==> config.mk <==
export PLATFORM = sky130hd
export DESIGN_NAME = spi_cmd_decoder
export DESIGN_NICKNAME = d
export VERILOG_FILES = /design/src/rtl/synthyboy_pkg.sv /design/src/rtl/cmd_timeout.sv /design/src/rtl/spi_cmd_decoder.sv
export SDC_FILE = /design/constraint.sdc
export NUM_CORES = 1
export LEC_CHECK = 0
export ABC_AREA = 0
export CAP_MARGIN = 15
export CORE_MARGIN = 2
export CORE_UTILIZATION = 55
export DETAILED_ROUTE_END_ITERATION = 7
export DONT_BUFFER_PORTS = 1
export GPL_ROUTABILITY_DRIVEN = 0
export MAX_ROUTING_LAYER = met4
export PLACE_DENSITY = 0.73
export SYNTH_ARGS = -nofsm -noshare
export SYNTH_HDL_FRONTEND = slang
export SYNTH_SLANG_ARGS = --single-unit
==> constraint.sdc <==
create_clock -name i_clk50mhz -period 2.1 [get_ports i_clk50mhz]
set_input_delay 0.105 -clock i_clk50mhz [delete_from_list [all_inputs] [get_ports i_clk50mhz]]
set_output_delay 0.105 -clock i_clk50mhz [all_outputs]
set_load 0.05 [all_outputs]
==> src/rtl/synthyboy_pkg.sv <==
// Shared definitions for the synth SPI command path: FSM states, register
// codes, oscillator codes and the register-to-payload-length table.
package synthyboy_pkg;

    typedef enum logic [0:0] {
        ST_IDLE    = 1'b0,
        ST_PAYLOAD = 1'b1
    } cmd_state_t;

    typedef enum logic [3:0] {
        REG_NONE  = 4'h0,
        REG_WAVE  = 4'h1,
        REG_FREQ  = 4'h2,
        REG_PHASE = 4'h3,
        REG_AMP   = 4'h4
    } reg_code_t;

    localparam logic [3:0] OSC1_CODE = 4'h0;
    localparam logic [3:0] OSC2_CODE = 4'h1;

    // Zero length marks a register code that does not exist.
    function automatic logic [1:0] payload_len(input logic [3:0] code);
        case (code)
            REG_WAVE:  return 2'd1;
            REG_FREQ:  return 2'd3;
            REG_PHASE: return 2'd2;
            REG_AMP:   return 2'd2;
            default:   return 2'd0;
        endcase
    endfunction

    function automatic logic is_valid_cmd(input logic [7:0] cmd);
        return ((cmd[7:4] == OSC1_CODE) || (cmd[7:4] == OSC2_CODE)) &&
               (payload_len(cmd[3:0]) != 2'd0);
    endfunction

endpackage

==> src/rtl/cmd_timeout.sv <==
// Idle-gap watchdog: counts cycles while enabled and flags the cycle on
// which the gap reaches TIMEOUT_CYCLES without a clear.
module cmd_timeout #(
    parameter int TIMEOUT_CYCLES = 1048576
) (
    input  logic i_clk,
    input  logic i_rst,
    input  logic i_clear,
    input  logic i_enable,
    output logic o_expired
);

    localparam int W = (TIMEOUT_CYCLES > 2) ? $clog2(TIMEOUT_CYCLES) : 1;
    localparam logic [W-1:0] LAST = W'(TIMEOUT_CYCLES - 1);

    logic [W-1:0] r_count;

    always_ff @(posedge i_clk) begin
        if (i_rst || i_clear || !i_enable) begin
            r_count <= '0;
        end else if (r_count != LAST) begin
            r_count <= r_count + W'(1);
        end
    end

    // A byte on the same cycle clears the counter, so it always beats expiry.
    assign o_expired = i_enable && !i_clear && (r_count == LAST);

endmodule

==> src/rtl/spi_cmd_decoder.sv <==
// Decodes SPI command bytes into per-oscillator wave/freq/phase/amp
// registers; payloads arrive LSB first and commit atomically.
module spi_cmd_decoder
    import synthyboy_pkg::*;
#(
    parameter int TIMEOUT_CYCLES = 1048576
) (
    input  logic        i_clk50mhz,
    input  logic        i_rst,
    input  logic [7:0]  i_byte,
    input  logic        i_byte_valid,
    output logic [7:0]  o_osc1_wave,
    output logic [7:0]  o_osc2_wave,
    output logic [23:0] o_osc1_freq,
    output logic [23:0] o_osc2_freq,
    output logic [15:0] o_osc1_phase,
    output logic [15:0] o_osc2_phase,
    output logic [15:0] o_osc1_amp,
    output logic [15:0] o_osc2_amp,
    output logic [1:0]  o_update,
    output logic        o_busy,
    output logic        o_timeout
);

    cmd_state_t  r_state;
    reg_code_t   r_reg;
    logic        r_osc;
    logic [1:0]  r_len;
    logic [1:0]  r_count;
    logic [23:0] r_shadow;
    logic [7:0]  r_osc1_wave, r_osc2_wave;
    logic [23:0] r_osc1_freq, r_osc2_freq;
    logic [15:0] r_osc1_phase, r_osc2_phase;
    logic [15:0] r_osc1_amp, r_osc2_amp;
    logic [1:0]  r_update;
    logic        r_timeout;

    logic [23:0] w_next_shadow;
    logic        w_last;
    logic        w_expired;
    logic        w_in_payload;

    assign w_in_payload = (r_state == ST_PAYLOAD);

    cmd_timeout #(
        .TIMEOUT_CYCLES(TIMEOUT_CYCLES)
    ) u_timeout (
        .i_clk     (i_clk50mhz),
        .i_rst     (i_rst),
        .i_clear   (i_byte_valid),
        .i_enable  (w_in_payload),
        .o_expired (w_expired)
    );

    // Byte n of the payload lands in lane n, giving LSB-first assembly.
    always_comb begin
        w_next_shadow = r_shadow;
        w_next_shadow[{r_count, 3'b000} +: 8] = i_byte;
    end

    assign w_last = ((r_count + 2'd1) == r_len);

    always_ff @(posedge i_clk50mhz) begin
        if (i_rst) begin
            r_state      <= ST_IDLE;
            r_reg        <= REG_NONE;
            r_osc        <= 1'b0;
            r_len        <= '0;
            r_count      <= '0;
            r_shadow     <= '0;
            r_osc1_wave  <= '0;
            r_osc2_wave  <= '0;
            r_osc1_freq  <= '0;
            r_osc2_freq  <= '0;
            r_osc1_phase <= '0;
            r_osc2_phase <= '0;
            r_osc1_amp   <= '0;
            r_osc2_amp   <= '0;
            r_update     <= '0;
            r_timeout    <= 1'b0;
        end else begin
            r_update  <= '0;
            r_timeout <= 1'b0;
            case (r_state)
                ST_IDLE: begin
                    if (i_byte_valid && is_valid_cmd(i_byte)) begin
                        r_osc    <= (i_byte[7:4] == OSC2_CODE);
                        r_reg    <= reg_code_t'(i_byte[3:0]);
                        r_len    <= payload_len(i_byte[3:0]);
                        r_count  <= '0;
                        r_shadow <= '0;
                        r_state  <= ST_PAYLOAD;
                    end
                end
                ST_PAYLOAD: begin
                    if (i_byte_valid) begin
                        r_shadow <= w_next_shadow;
                        r_count  <= r_count + 2'd1;
                        if (w_last) begin
                            r_state  <= ST_IDLE;
                            r_shadow <= '0;
                            r_update <= r_osc ? 2'b10 : 2'b01;
                            case (r_reg)
                                REG_WAVE: begin
                                    if (r_osc) r_osc2_wave <= w_next_shadow[7:0];
                                    else       r_osc1_wave <= w_next_shadow[7:0];
                                end
                                REG_FREQ: begin
                                    if (r_osc) r_osc2_freq <= w_next_shadow;
                                    else       r_osc1_freq <= w_next_shadow;
                                end
                                REG_PHASE: begin
                                    if (r_osc) r_osc2_phase <= w_next_shadow[15:0];
                                    else       r_osc1_phase <= w_next_shadow[15:0];
                                end
                                REG_AMP: begin
                                    if (r_osc) r_osc2_amp <= w_next_shadow[15:0];
                                    else       r_osc1_amp <= w_next_shadow[15:0];
                                end
                                default: ;
                            endcase
                        end
                    end else if (w_expired) begin
                        r_state   <= ST_IDLE;
                        r_shadow  <= '0;
                        r_count   <= '0;
                        r_timeout <= 1'b1;
                    end
                end
                default: r_state <= ST_IDLE;
            endcase
        end
    end

    assign o_osc1_wave  = r_osc1_wave;
    assign o_osc2_wave  = r_osc2_wave;
    assign o_osc1_freq  = r_osc1_freq;
    assign o_osc2_freq  = r_osc2_freq;
    assign o_osc1_phase = r_osc1_phase;
    assign o_osc2_phase = r_osc2_phase;
    assign o_osc1_amp   = r_osc1_amp;
    assign o_osc2_amp   = r_osc2_amp;
    assign o_update     = r_update;
    assign o_busy       = w_in_payload;
    assign o_timeout    = r_timeout;

endmodule

== Word-level counts from Yosys, hierarchy flattened ==
Cells that the tools add are included.

* Register bits after elaboration: 185

* Add/sub/neg operators: 3
* Eq/ne operators: 14
* Shift operators: 2
* Muxes and demuxes: 20
* Bitwise logic cells: 4
* Reductions and logical operators: 24

{| class="wikitable"
|+ Operator list
! kind !! number
|-
| two-way mux 24 bit || 4
|-
| one-hot mux 24 bit (2 select lines) || 1
|-
| AND reduction 5 bit || 8
|-
| bitwise mux 24 bit || 1
|-
| variable shift 8 x 7 -> 24 bit, first input constant || 1
|-
| indexed part select 8 x 7 -> 24 bit || 1
|-
| adder 20 x 1 -> 20 bit, second input constant || 1
|-
| == test 20 bit, second input constant || 1
|-
| inequality test 20 bit, second input constant || 1
|-
| == test 4 x 2 -> 1 bit, second input constant || 4
|-
| == test 4 x 1 -> 1 bit, second input constant || 3
|-
| two-way mux 2 bit || 6
|-
| == test 4 x 3 -> 1 bit, second input constant || 2
|-
| negation 5 -> 7 bit || 1
|-
| one-hot mux 2 bit (3 select lines) || 1
|-
| two-way mux 1 bit || 5
|-
| logical AND 1 bit || 4
|-
| logical NOT 4 bit || 1
|-
| inverter 1 bit || 4
|-
| one-hot mux 2 bit (2 select lines) || 1
|-
| AND reduction 2 bit || 2
|-
| OR reduction 4 bit || 1
|-
| logical OR 1 bit || 3
|-
| inequality test 3 x 2 -> 1 bit, second input constant || 1
|-
| other kinds (8) || 9
|}

== Longest topological paths before layout ==
* Word-level depth: 10
* Gate-level depth with buffers: 9
* Mapped depth without buffers: 6

== Modules after synthesis ==
A second synthesis with hierarchy kept.

* Cells, all modules: 856
* Area total of the unflattened synthesis: 8520.7 um2

{| class="wikitable"
|+ By module, submodules not included
! module !! instances !! cells each !! area each (um2) !! seq. area each (um2)
|-
| spi_cmd_decoder || 1 || 729 || 7393.3 || 3303.2
|-
| cmd_timeout || 1 || 127 || 1127.3 || 400.4
|}

== Worst setup path after synthesis ==
OpenSTA, ideal clock, no wires.

* Path kind: reg2reg
* Start point: register r_count[0]
* End point: register r_osc1_phase[10], in the netlist o_osc1_phase[10]
* Data arrival time: 2.225 ns
* Slack: -0.252 ns
* Stages on the path, launching flop included: 9
* Period minus slack after synthesis: 2.352 ns
* Cells stage by stage: dfxtp_1 buf_4 inv_1 ha_1 xor2_4 nor4_4 buf_6 mux2i_1 nor2_1

* Word-level cells in the longest chain between the ends: 3
* Elaborated cells on any way between the ends: 7
* Classes of those cells: add/sub: 2; eq/ne: 1; shift: 2; mux: 1; reduce/logical: 1

{| class="wikitable"
|+ Ends and longest elaborated chain
! element !! RTL line !! RTL
|-
| from (decl) || spi_cmd_decoder.sv:29 || <nowiki>logic [1:0] r_count;</nowiki>
|-
| from (signal assigned) || spi_cmd_decoder.sv:98 || <nowiki>r_count <= r_count + 2'd1;</nowiki>
|-
| negation 5 -> 7 bit / adder 2 x 1 -> 2 bit (equally long branches) || spi_cmd_decoder.sv:58, spi_cmd_decoder.sv:61 ||
|-
| indexed part select 8 x 7 -> 24 bit (tied with other cells) || spi_cmd_decoder.sv:58 || <nowiki>w_next_shadow[{r_count, 3'b000} +: 8] = i_byte;</nowiki>
|-
| bitwise mux 24 bit / AND reduction 5 bit (equally long branches) || -- ||
|-
| to (signal assigned) || spi_cmd_decoder.sv:114 || <nowiki>else r_osc1_phase <= w_next_shadow[15:0];</nowiki>
|-
| to (decl) || spi_cmd_decoder.sv:33 || <nowiki>logic [15:0] r_osc1_phase, r_osc2_phase;</nowiki>
|}

Several ways; a longest one is shown, not always the timed one.
A chain may end at the register's enable or synchronous reset.

== Worst setup path after layout ==
* Start point: register r_count[1]
* End point: register r_osc1_freq[10], in the netlist o_osc1_freq[10]

* Word-level cells in the longest chain between the ends: 3
* Elaborated cells on any way between the ends: 7
* Classes of those cells: add/sub: 2; eq/ne: 1; shift: 2; mux: 1; reduce/logical: 1

{| class="wikitable"
|+ Ends and longest elaborated chain
! element !! RTL line !! RTL
|-
| negation 5 -> 7 bit / adder 2 x 1 -> 2 bit (equally long branches) || spi_cmd_decoder.sv:58, spi_cmd_decoder.sv:61 ||
|-
| indexed part select 8 x 7 -> 24 bit (tied with other cells) || spi_cmd_decoder.sv:58 ||
|-
| bitwise mux 24 bit / AND reduction 5 bit (equally long branches) || -- ||
|-
| to (signal assigned) || spi_cmd_decoder.sv:110 || <nowiki>else r_osc1_freq <= w_next_shadow;</nowiki>
|-
| to (decl) || spi_cmd_decoder.sv:32 || <nowiki>logic [23:0] r_osc1_freq, r_osc2_freq;</nowiki>
|}

Several ways; a longest one is shown, not always the timed one.

==> results.sh <==
export IMPL_setup_viol=0
export IMPL_worst_setup_path_type="reg2reg"
export IMPL_antenna_found_initial=0
export IMPL_finalInstanceArea_mm2=0.00865
export IMPL_core_mm2=0.0137
export IMPL_hold_viol=129
export IMPL_clkTransAtPathRegs_ns=0.07
export IMPL_cts_sinks=185
export IMPL_outcome="finished, violations left"
export IMPL_grt_usage_pct=28.5
export IMPL_grt_pass1_vias=6048
export IMPL_critPathBufInv=2
export IMPL_grt_max_degree=143
export IMPL_synth_fa_ha_area_share_pct=0.819
export IMPL_finalMaxSlewViolations=0
export IMPL_min_to="o_busy"
export IMPL_dp_hpwl_um=13600
export IMPL_fillers=1133
export IMPL_ctsHtreeMaxLevel=4
export IMPL_yosys_top_cells_area="dfxtp_1, nand2_1, mux2i_1"
export IMPL_drtIter0Drc=577
export IMPL_required_ns=2.45
export IMPL_synth_ff_type="dfxtp_1"
export IMPL_rsz0062_at_grt="no"
export IMPL_ys_warn_count=0
export IMPL_diodes=0
export IMPL_cts_path_max_buffers=2
export IMPL_fin_crit_sh_pct=94.8
export IMPL_drive_above_1_share_pct=11.2
export IMPL_start_kind="flip-flop"
export IMPL_syn_inst=865
export IMPL_synth_area_mux_share_pct=6.55
export IMPL_ios=143
export IMPL_hp_class="in2reg"
export IMPL_critPathMaxFanout=24
export IMPL_reg2reg_depth=7
export IMPL_crit_path_max_incr_delay_ns=0.42
export IMPL_syn_area_mm2=0.00764
export IMPL_synth_top_area_cell="dfxtp_1"
export IMPL_r2r_end="o_osc1_freq[10]"
export IMPL_synth_edff_count=0
export IMPL_maxCapViolCount=0
export IMPL_slowest_stage="nor4_4"
export IMPL_tightest_slew_ns=0.614
export IMPL_die_x_um=122
export IMPL_wl_per_cell_um=19.5
export IMPL_area_delta_synth_final_pct=13.3
export IMPL_p_leak_nw=3.00
export IMPL_dieHeight_um=122
export IMPL_regToRegSetupSlack_ns=0.11
export IMPL_avgSynthCellArea_um2=8.83
export IMPL_cp_depth=7
export IMPL_ys_async_sr_fraction_pct=0
export IMPL_ys_ff_latch=185
export IMPL_syn_nets=881
export IMPL_ant_nets=0
export IMPL_min_from="i_rst"
export IMPL_final_util_pct=63.1
export IMPL_grt_pass1_wl_um=32000
export IMPL_numCtsBuffers=17
export IMPL_max_freq_mhz=502
export IMPL_finalWirelength_um=20700
export IMPL_placed_area_mm2=0.00789
export IMPL_vias_per_cell=6.06
export IMPL_insertion_delay_ns=0.43
export IMPL_synth_top_area_share_pct=48.5
export IMPL_clock_root_buffer="clkbuf_16"
export IMPL_timing_rr_start="r_count[1]"
export IMPL_ir_worst_vdd_v=0.000617
export IMPL_holdWs_ns=-0.257
export IMPL_violations="hold timing"
export IMPL_pwr_density_cell_mw_per_mm2=779
export IMPL_drtPass1Iterations=5
export IMPL_synth_compound_area_share_pct=16.8
export IMPL_critPathCaptureType="flip-flop"
export IMPL_start_util_pct=55.7
export IMPL_synthXorXnorAreaFrac_pct=1.06
export IMPL_vias=6434
export IMPL_ys_seq_area_share_pct=48.5
export IMPL_period_needed_ns=1.99
export IMPL_fin_skew_ns=0.00783
export IMPL_grt_ovfl_total=0
export IMPL_synthSimpleGateAreaFrac_pct=21.7
export IMPL_cts_setup_buffers=0
export IMPL_min_path_cells=1
export IMPL_synth_top_family_by_area="simple AND/OR/NAND/NOR gates"
export IMPL_cp_cell_sequence="inv_1, ha_4, xor2_4, nor4_4, buf_12, nand2_1, a21oi_1"
export IMPL_drcViolationCount=0
export IMPL_crit_arrival_ns=2.35
export IMPL_relSlewSlack_pct=58.9
export IMPL_crit_family="simple AND/OR/NAND/NOR gates"
export IMPL_ys_types=55
export IMPL_final_nets=884
export IMPL_io_buffers=0
export IMPL_dieArea_mm2=0.0148
export IMPL_tritoncts="done"
export IMPL_rows=43
## how the worst max path moves through the flow
| stage | startpoint | to | slack (ns) |
|---|---|---|---|
| after floorplan | r_count[0] | o_osc1_phase[10] | -0.007 |
| after global placement | r_count[1] | o_osc1_wave[4] | -0.04 |
| after detailed placement | r_count[1] | o_osc1_wave[7] | -0.14 |
| after CTS | i_byte[3] | r_len[0] | 0.06 |
| after global routing | r_count[1] | o_osc1_phase[1] | 0.008 |
| final | r_count[1] | o_osc1_freq[10] | 0.11 |
## metrics by stage
stage | setup slack [ns] | power [mW] | std cells | hold slack, ns | setup TNS (ns)
final | 0.110 | 6.74 | 1061 | -0.257 | 0
after global routing | 0.00776 | 6.94 | 1061 | -0.270 | 0
after CTS | 0.0612 | 6.77 | 1061 | -0.260 | 0
after detailed placement | -0.138 | 3.71 | 1012 | 0.199 | -5.38
after global placement | -0.0425 | 3.71 | 1012 | 0.196 | -1.17
after floorplan | -0.00703 | 3.71 | 865 | 0.288 | -0.0703
## layout make-up
class                      count  area, um2  area share (%)
clock inverter                12        118            1.36
tap                          180        225            2.60
clock buffer                  20        447            5.16
sequential                   185       3710            42.8
multi-input combinational    603       3630            41.9
timing repair buffer          51        488            5.64
inverter                      10       40.0           0.463
## placed cells by master (no fill, tap or decap), drive strengths merged, types with 3 or more instances in the layout
cell type	instances
nor2	53
a311oi	3
clkbuf	20
or3	4
ha	5
or3b	7
nor3	4
dlygate4sd3	17
and4	5
nand3	11
nor4	7
o31ai	5
xnor2	3
buf	34
dfxtp	185
nor3b	4
a22o	24
clkinv	3
o21ai	39
clkinvlp	4
nand2	196
nor4bb	3
o311ai	3
nand4	12
a21oi	98
a31oi	5
inv	14
or4	6
and3	6
mux2i	50
a32oi	25
## layer usage
metal	routed length, um	GRT usage, %	vias up
met1	8380	34.5	3063
met5	0	-	-
li1	-	-	3041
met2	9780	44.1	289
met4	420	11.0	0
met3	2070	9.46	41
## worst reg2reg max path, stage by stage, from the launching register on
cell	delay, ns
dfxtp_1	0.36
inv_1	0.12
ha_4	0.37
xor2_4	0.18
nor4_4	0.42
buf_12	0.21
nand2_1	0.08
a21oi_1	0.17
## repair_timing
item / 4_1_cts / 5_1_grt
setup endpoints to repair: 88 / 26
resized for setup: 1 / 5
hold buffers: 17 / 1
hold endpoints to repair: 144 / 130
pin swaps: 0 / 2
## cell usage after synthesis (3+ instances only)
| cell | number |
|---|---|
| nand2_1 | 196 |
| dfxtp_1 | 185 |
| a21oi_1 | 98 |
| nor2_1 | 53 |
| mux2i_1 | 50 |
| clkbuf_1 | 43 |
| o21ai_0 | 39 |
| a32oi_1 | 25 |
| a22o_1 | 17 |
| buf_2 | 14 |
| nand3_1 | 11 |
| inv_1 | 10 |
| nand4_1 | 10 |
| a22o_2 | 7 |
| buf_4 | 7 |
| and3_1 | 6 |
| nor4_4 | 6 |
| or3b_2 | 6 |
| or4_1 | 6 |
| a31oi_1 | 5 |
| and4_1 | 5 |
| ha_1 | 5 |
| o31ai_1 | 5 |
| nor3_1 | 4 |
| or3_1 | 4 |
| a311oi_1 | 3 |
| nor3b_1 | 3 |
| nor4bb_1 | 3 |
| o311ai_0 | 3 |
## cell families after synthesis
kind of cell             Yosys count
XOR/XNOR                           5
flip-flops                       185
AO/OA/AOI/OAI                    207
buffers and inverters             77
adder cells (fa/ha/maj)            5
AND/OR/NAND/NOR                  336
multiplexers                      50
## report_power, final
| part | total, mW | switching [mW] | internal (mW) | leakage [nW] |
|---|---|---|---|---|
| clock network | 3.09 | 1.41 | 1.68 | 0.264 |
| logic | 0.135 | 0.0798 | 0.0549 | 1.25 |
| registers | 3.51 | 0.00381 | 3.51 | 1.49 |
| total | 6.74 | 1.49 | 5.25 | 3.00 |
Note: power is estimated with default switching activity, not from simulation.
